[config.mk]
export PLATFORM = sky130hd
export DESIGN_NAME = uart_loopback_engine
export DESIGN_NICKNAME = d
export VERILOG_FILES = /design/src/rtl/uart_lb_pkg.sv /design/src/rtl/lb_fifo.sv /design/src/rtl/uart_loopback_engine.sv
export SDC_FILE = /design/constraint.sdc
export NUM_CORES = 1
export LEC_CHECK = 0
export ABC_AREA = 1
export CAP_MARGIN = 25
export CORE_UTILIZATION = 60
export DETAILED_ROUTE_END_ITERATION = 6
export MAX_ROUTING_LAYER = met4
export PLACE_DENSITY = 0.92
export SETUP_SLACK_MARGIN = 0.2
export SYNTH_ARGS = -nofsm -noshare
export SYNTH_HDL_FRONTEND = slang
export SYNTH_SLANG_ARGS = --single-unit
[constraint.sdc]
create_clock -name clk -period 2.7 [get_ports clk]
set_clock_uncertainty 0.05 [all_clocks]
set_input_delay 0.27 -clock clk [delete_from_list [all_inputs] [get_ports clk]]
set_output_delay 0.27 -clock clk [all_outputs]
set_load 0.005 [all_outputs]
[src/rtl/uart_lb_pkg.sv]
// uart_lb_pkg
//   Shared constants for the UART loopback engine: transform mode encodings
//   and default parameter values used by the top and the buffer sub-module.
package uart_lb_pkg;

    // Transform selected by the 'mode' input.
    localparam logic [1:0] MODE_PASS = 2'b00;  // forward unchanged
    localparam logic [1:0] MODE_ADD  = 2'b01;  // add STEP, wrapping
    localparam logic [1:0] MODE_INV  = 2'b10;  // bitwise invert
    localparam logic [1:0] MODE_REV  = 2'b11;  // bit-reverse

    // Default parameter values.
    localparam int DEF_DATA_W = 8;
    localparam int DEF_DEPTH  = 4;
    localparam int DEF_STEP   = 1;

endpackage

[src/rtl/lb_fifo.sv]
// lb_fifo
//   Small synchronous FIFO holding transformed words between the RX pop and
//   the TX push. The head word is visible combinationally, so a word written
//   on one edge is available at the output in the very next cycle.
//
// Ports
//   clk, reset   : clock, asynchronous active-low reset
//   flush        : synchronous clear of pointers and level
//   push         : write push_data at the tail this edge
//   push_data    : word to write
//   pop          : retire the head word this edge
//   head         : current head word (meaningful when level > 0)
//   level        : occupancy, 0..DEPTH
module lb_fifo
    import uart_lb_pkg::*;
#(
    parameter int DATA_W = DEF_DATA_W,
    parameter int DEPTH  = DEF_DEPTH
) (
    input  logic                   clk,
    input  logic                   reset,
    input  logic                   flush,
    input  logic                   push,
    input  logic [DATA_W-1:0]      push_data,
    input  logic                   pop,
    output logic [DATA_W-1:0]      head,
    output logic [$clog2(DEPTH):0] level
);

    localparam int PW = $clog2(DEPTH);
    localparam int LW = PW + 1;

    logic [PW-1:0]     wr_ptr_q, wr_ptr_d;
    logic [PW-1:0]     rd_ptr_q, rd_ptr_d;
    logic [LW-1:0]     level_q, level_d;
    logic [DATA_W-1:0] mem_q [DEPTH];
    logic              do_push, do_pop;

    // Guard against overflow/underflow even if the caller misbehaves.
    assign do_push = push && (level_q < LW'(DEPTH)) && !flush;
    assign do_pop  = pop && (level_q != '0) && !flush;

    always_comb begin
        wr_ptr_d = wr_ptr_q;
        rd_ptr_d = rd_ptr_q;
        level_d  = level_q;
        if (flush) begin
            wr_ptr_d = '0;
            rd_ptr_d = '0;
            level_d  = '0;
        end else begin
            // DEPTH is a power of two, so pointers wrap by natural overflow.
            if (do_push) wr_ptr_d = wr_ptr_q + PW'(1);
            if (do_pop)  rd_ptr_d = rd_ptr_q + PW'(1);
            if (do_push && !do_pop)      level_d = level_q + LW'(1);
            else if (!do_push && do_pop) level_d = level_q - LW'(1);
        end
    end

    always_ff @(posedge clk or negedge reset) begin
        if (!reset) begin
            wr_ptr_q <= '0;
            rd_ptr_q <= '0;
            level_q  <= '0;
            for (int i = 0; i < DEPTH; i++) mem_q[i] <= '0;
        end else begin
            wr_ptr_q <= wr_ptr_d;
            rd_ptr_q <= rd_ptr_d;
            level_q  <= level_d;
            if (do_push) mem_q[wr_ptr_q] <= push_data;
        end
    end

    assign head  = mem_q[rd_ptr_q];
    assign level = level_q;

endmodule

[src/rtl/uart_loopback_engine.sv]
// uart_loopback_engine
//   Pops words from a UART RX FIFO, applies a selectable transform, buffers
//   them and pushes them to a UART TX FIFO. Forwarding is either continuous
//   (auto_en=1) or metered by step credits granted by step_tick pulses.
//
// Ports
//   clk, reset        : clock, asynchronous active-low reset
//   mode              : 00 PASS, 01 ADD(+STEP), 10 INV, 11 REV
//   auto_en           : 1 = forward freely, 0 = one pop per credit
//   step_tick         : one-cycle pulse granting one credit
//   flush             : synchronous clear of buffer and credits
//   rx_empty, r_data  : RX FIFO status and head word
//   rd_uart           : RX FIFO pop strobe
//   tx_full           : TX FIFO full flag
//   wr_uart, w_data   : TX FIFO push strobe and word
//   buf_level         : internal buffer occupancy
//   fwd_count         : running count of words pushed to TX (wraps)
module uart_loopback_engine
    import uart_lb_pkg::*;
#(
    parameter int DATA_W = DEF_DATA_W,
    parameter int DEPTH  = DEF_DEPTH,
    parameter int STEP   = DEF_STEP
) (
    input  logic                   clk,
    input  logic                   reset,
    input  logic [1:0]             mode,
    input  logic                   auto_en,
    input  logic                   step_tick,
    input  logic                   flush,
    input  logic                   rx_empty,
    input  logic [DATA_W-1:0]      r_data,
    output logic                   rd_uart,
    input  logic                   tx_full,
    output logic                   wr_uart,
    output logic [DATA_W-1:0]      w_data,
    output logic [$clog2(DEPTH):0] buf_level,
    output logic [15:0]            fwd_count
);

    localparam int LW = $clog2(DEPTH) + 1;

    logic [DATA_W-1:0] xf_data;
    logic [DATA_W-1:0] head;
    logic [LW-1:0]     level;
    logic [LW-1:0]     credit_q, credit_d;
    logic [15:0]       fwd_q, fwd_d;
    logic              has_credit;

    lb_fifo #(
        .DATA_W (DATA_W),
        .DEPTH  (DEPTH)
    ) u_fifo (
        .clk       (clk),
        .reset     (reset),
        .flush     (flush),
        .push      (rd_uart),
        .push_data (xf_data),
        .pop       (wr_uart),
        .head      (head),
        .level     (level)
    );

    assign has_credit = auto_en || (credit_q != '0);

    // Strobes are gated by reset directly so they drop the instant reset
    // asserts, independent of any registered state.
    assign rd_uart = reset && !rx_empty && (level < LW'(DEPTH)) && has_credit && !flush;
    assign wr_uart = reset && (level != '0) && !tx_full && !flush;
    assign w_data  = (reset && (level != '0)) ? head : '0;

    // Transform applied to the RX head at pop time; the buffered word keeps
    // whatever mode was active when it was popped.
    always_comb begin
        xf_data = r_data;
        case (mode)
            MODE_ADD: xf_data = r_data + DATA_W'(STEP);
            MODE_INV: xf_data = ~r_data;
            MODE_REV: begin
                for (int i = 0; i < DATA_W; i++) xf_data[i] = r_data[DATA_W-1-i];
            end
            default: xf_data = r_data;
        endcase
    end

    // Credits only matter in stepped mode; flush wins over a same-cycle tick.
    // A pop in stepped mode always has credit_q > 0, so the decrement is safe.
    always_comb begin
        credit_d = credit_q;
        if (flush || auto_en) begin
            credit_d = '0;
        end else if (step_tick && !rd_uart) begin
            if (credit_q < LW'(DEPTH)) credit_d = credit_q + LW'(1);
        end else if (!step_tick && rd_uart) begin
            credit_d = credit_q - LW'(1);
        end
    end

    always_comb begin
        fwd_d = fwd_q;
        if (wr_uart) fwd_d = fwd_q + 16'd1;
    end

    always_ff @(posedge clk or negedge reset) begin
        if (!reset) begin
            credit_q <= '0;
            fwd_q    <= '0;
        end else begin
            credit_q <= credit_d;
            fwd_q    <= fwd_d;
        end
    end

    assign buf_level = level;
    assign fwd_count = fwd_q;

endmodule

==> results.toml <==
[yosys]
postSynthRegisterBits = 58
ys_seq_area_share_pct = 42.1
synth_area_per_cell_um2 = 7.24
fraction_of_the_mapped_netlist_area_in_compound_gates_pct = 11.2
share_of_synthesized_cell_area_in_full_adder_half_adder_and_majority_cells_pct = 3.34
synthTopCellsByArea = "sky130_fd_sc_hd__dfrtp_1 42%, sky130_fd_sc_hd__nand2_1 18%, sky130_fd_sc_hd__inv_1 6.2%"
number_of_warnings_issued_by_yosys = 0
synth_mux_area_share_pct = 0
simple_gate_share_of_the_synthesized_area_pct = 32.1
synthCells = 476
syn-cell-area_um2 = 3440
yosysTopAreaCellShare_pct = 42.1
synth_nets = 501
ys_types = 33
synth_top_area_cell = "sky130_fd_sc_hd__dfrtp_1"
synth_top_family_by_area = "simple AND/OR/NAND/NOR gates"
synth-xor-area-share_pct = 2.80

[global_routing]
grt_overflow_total = 0
largest_net_degree_at_the_start_of_global_routing = 54
grt_pass1_wl_mm = 14.6
grt_antenna_before_repair = 0
grt_pass1_vias = 3253
total_grt_usage_pct = 32.2

[final_layout]
most-common-layout-cells = "165 x sky130_fd_sc_hd__nand2_1, 57 x sky130_fd_sc_hd__inv_1, 57 x sky130_fd_sc_hd__dfrtp_1"
antenna_cells = 0
nFillCells = 399
layout_commonest_cell = "sky130_fd_sc_hd__nand2_1"
total_nets_final = 554
fraction_of_final_layout_cells_sized_beyond_drive_strength_1_pct = 7.30
area_delta_synth_final_pct = 20.1
final_design_area_no_fill_um2 = 4140

[clock_network]
cts.reportedPaths.clkPinSlew_ps = 70
htree_num_levels = 3
cts_buffer_depth = 2
clk_latency_ps = 340
cts-root-buf = "sky130_fd_sc_hd__clkbuf_8"
buffer_count_from_post_cts_setup_fixing = 0
cts_tree = "yes"
clkSinkCount = 58
cts_inserted_buffers = 9

[setup_path]
rr_startpoint = "credit_q[2]"
worst_setup_path_end_kind = "output port"
reg2reg_depth = 10
crit_path_start_kind = "primary input"
critPathKind = "in2out"
worstPathRequired_ps = 2380
r2r_endpoint = "u_fifo.level[1]"
rrSetupSlack_ps = 770
critPathMaxFanout = 11
cp.arrival_ps = 2070

[placed_design]
io_port_bufs = 45
detailed_place.area_um2 = 3960
gp_congestion = 0.880
hpwlAfterDp_mm = 6.12

[route]
first_pass_iters = 6
avgViaCountPerCell = 5.57
vias = 3377
residual_antenna_violating_net_count_after_detailed_routing = 0
finalWirelength_mm = 8.61
drt_first_iter_violations = 311
post-route-drc-count = 0
routed_wire_length_per_instance_um = 14.2

[pwr]
vdd_ir_drop_max_mv = 0.402
power_density_nw_per_um2 = 722
cellLeakagePower_nw = 2.08

[timing]
finalSetupViolCount = 0
maxSlewHeadroom_pct = 56.4
tns_ps = 0
fmax_mhz = 419
pin_slew_with_the_least_headroom_to_its_limit_ps = 654
report.final.hold_viol_count = 0
timing.final.crit_period_ps = 2390
setup_repair_after_global_routing_missed_its_margin = "true"
post-route-period-util_pct = 88.4
maxSlewViolCount = 0

[floorplanning]
floorplan.rows = 27
design.die.area_um2 = 6050
num_io_pins = 46
dieWidth_um = 77.8
fp.dieH_um = 77.8
core_um2 = 5510
starting_density_of_the_core_pct = 62.6

[run_status]
run_status = "finished clean"

[hold_path]
worst_hold_path_type = "in2async"

[run]
max_cap_violations = 0
kinds of logic (layout without fill, tap and decap cells):
kind of cell / Yosys count / count (layout)
and+or+nand+nor: 255 / 255
buffers and inverters: 71 / 129
adders and majority gates: 8 / 8
AOI/OAI and AO/OA: 73 / 73
xor gates and xnor gates: 11 / 11
DFF: 58 / 58
worst max-delay path, cell delays in order:
cell,delay [ps]
sky130_fd_sc_hd__dlygate4sd3_1,530
sky130_fd_sc_hd__clkbuf_4,240
sky130_fd_sc_hd__inv_2,50
sky130_fd_sc_hd__nor2_2,90
sky130_fd_sc_hd__nand2_2,90
sky130_fd_sc_hd__nor2_8,230
sky130_fd_sc_hd__clkdlybuf4s50_1,550
cell usage after synthesis, drive strengths merged:
cell type	count
a21oi	23
fa	2
xor2	9
xnor2	2
o21ai	41
o2111ai	1
ha	6
nand4	8
nor3	8
clkinv	3
nand2	173
and2	1
nand3	24
o21bai	2
dfrtp	58
nand3b	3
nor2	38
buf	6
o22ai	5
inv	60
a31oi	1
clkbuf	2
layer usage:
metal	routed length [µm]	global-route usage, %	up-vias	part of all wire, %
met5	0	-	-	0
met4	235	14.7	0	2.7
met3	561	5.76	33	6.5
met2	4290	52.3	160	50
met1	3520	39.1	1566	41
li1	-	-	1618	-
sequential cells by signal, indices dropped and copies added, names as in the netlist:
name / cells
fwd_count: 16
u_fifo.wr_ptr_q: 2
credit_q: 3
u_fifo.level: 3
u_fifo.rd_ptr_q: 2
u_fifo.mem_q: 32
how the worst max path moves through the flow:
stage / start / endpoint / slack (ps) / cells after the start
floorplan: credit_q[0] / u_fifo.level[1] / 970 / 10
global placement: flush / credit_q[2] / 460 / 11
detailed placement: flush / credit_q[2] / 380 / 11
CTS: reset / rd_uart / 210 / 7
global route: reset / rd_uart / 200 / 7
finish: reset / rd_uart / 310 / 7
cell type report:
class,instances,area [µm²],share of cell area (%)
repair buffers,50,488,11.8
clock buffers,13,149,3.60
multi-input cells,347,1700,41.1
flip-flops and latches,58,1450,35.1
inverters,63,240,5.81
well taps,72,90.1,2.18
clock inverters,3,15.0,0.363
what timing repair did:
item | in CTS | in global routing
endpoints found under the hold margin | 5 | 0
pin swaps | 0 | 1
resized for setup | 1 | 2
hold buffers | 1 | 0
setup endpoints to repair | 1 | 6
power by group:
part,internal [W],leakage [nW],total (W),switching (W)
sequential,0.00109,0.733,0.00125,0.000167
combinational,0.000477,1.26,0.00103,0.000557
clock,0.000354,0.0872,0.000698,0.000344
total,0.00192,2.08,0.00298,0.00107
stage by stage:
step | util, % | total power (W) | hold slack [ps] | std cells | worst slack [ps]
final | 75.1 | 0.00298 | 290 | 606 | 314
after global routing | 75.1 | 0.00315 | 313 | 606 | 198
after CTS | 75.1 | 0.00297 | 308 | 606 | 210
after detailed placement | 71.9 | 0.00228 | 105 | 589 | 383
after global placement | 71.9 | 0.00223 | 102 | 589 | 461
after floorplan | - | 0.00179 | -75.6 | 476 | 973
No activity file was read; power rests on OpenSTA's default activity.
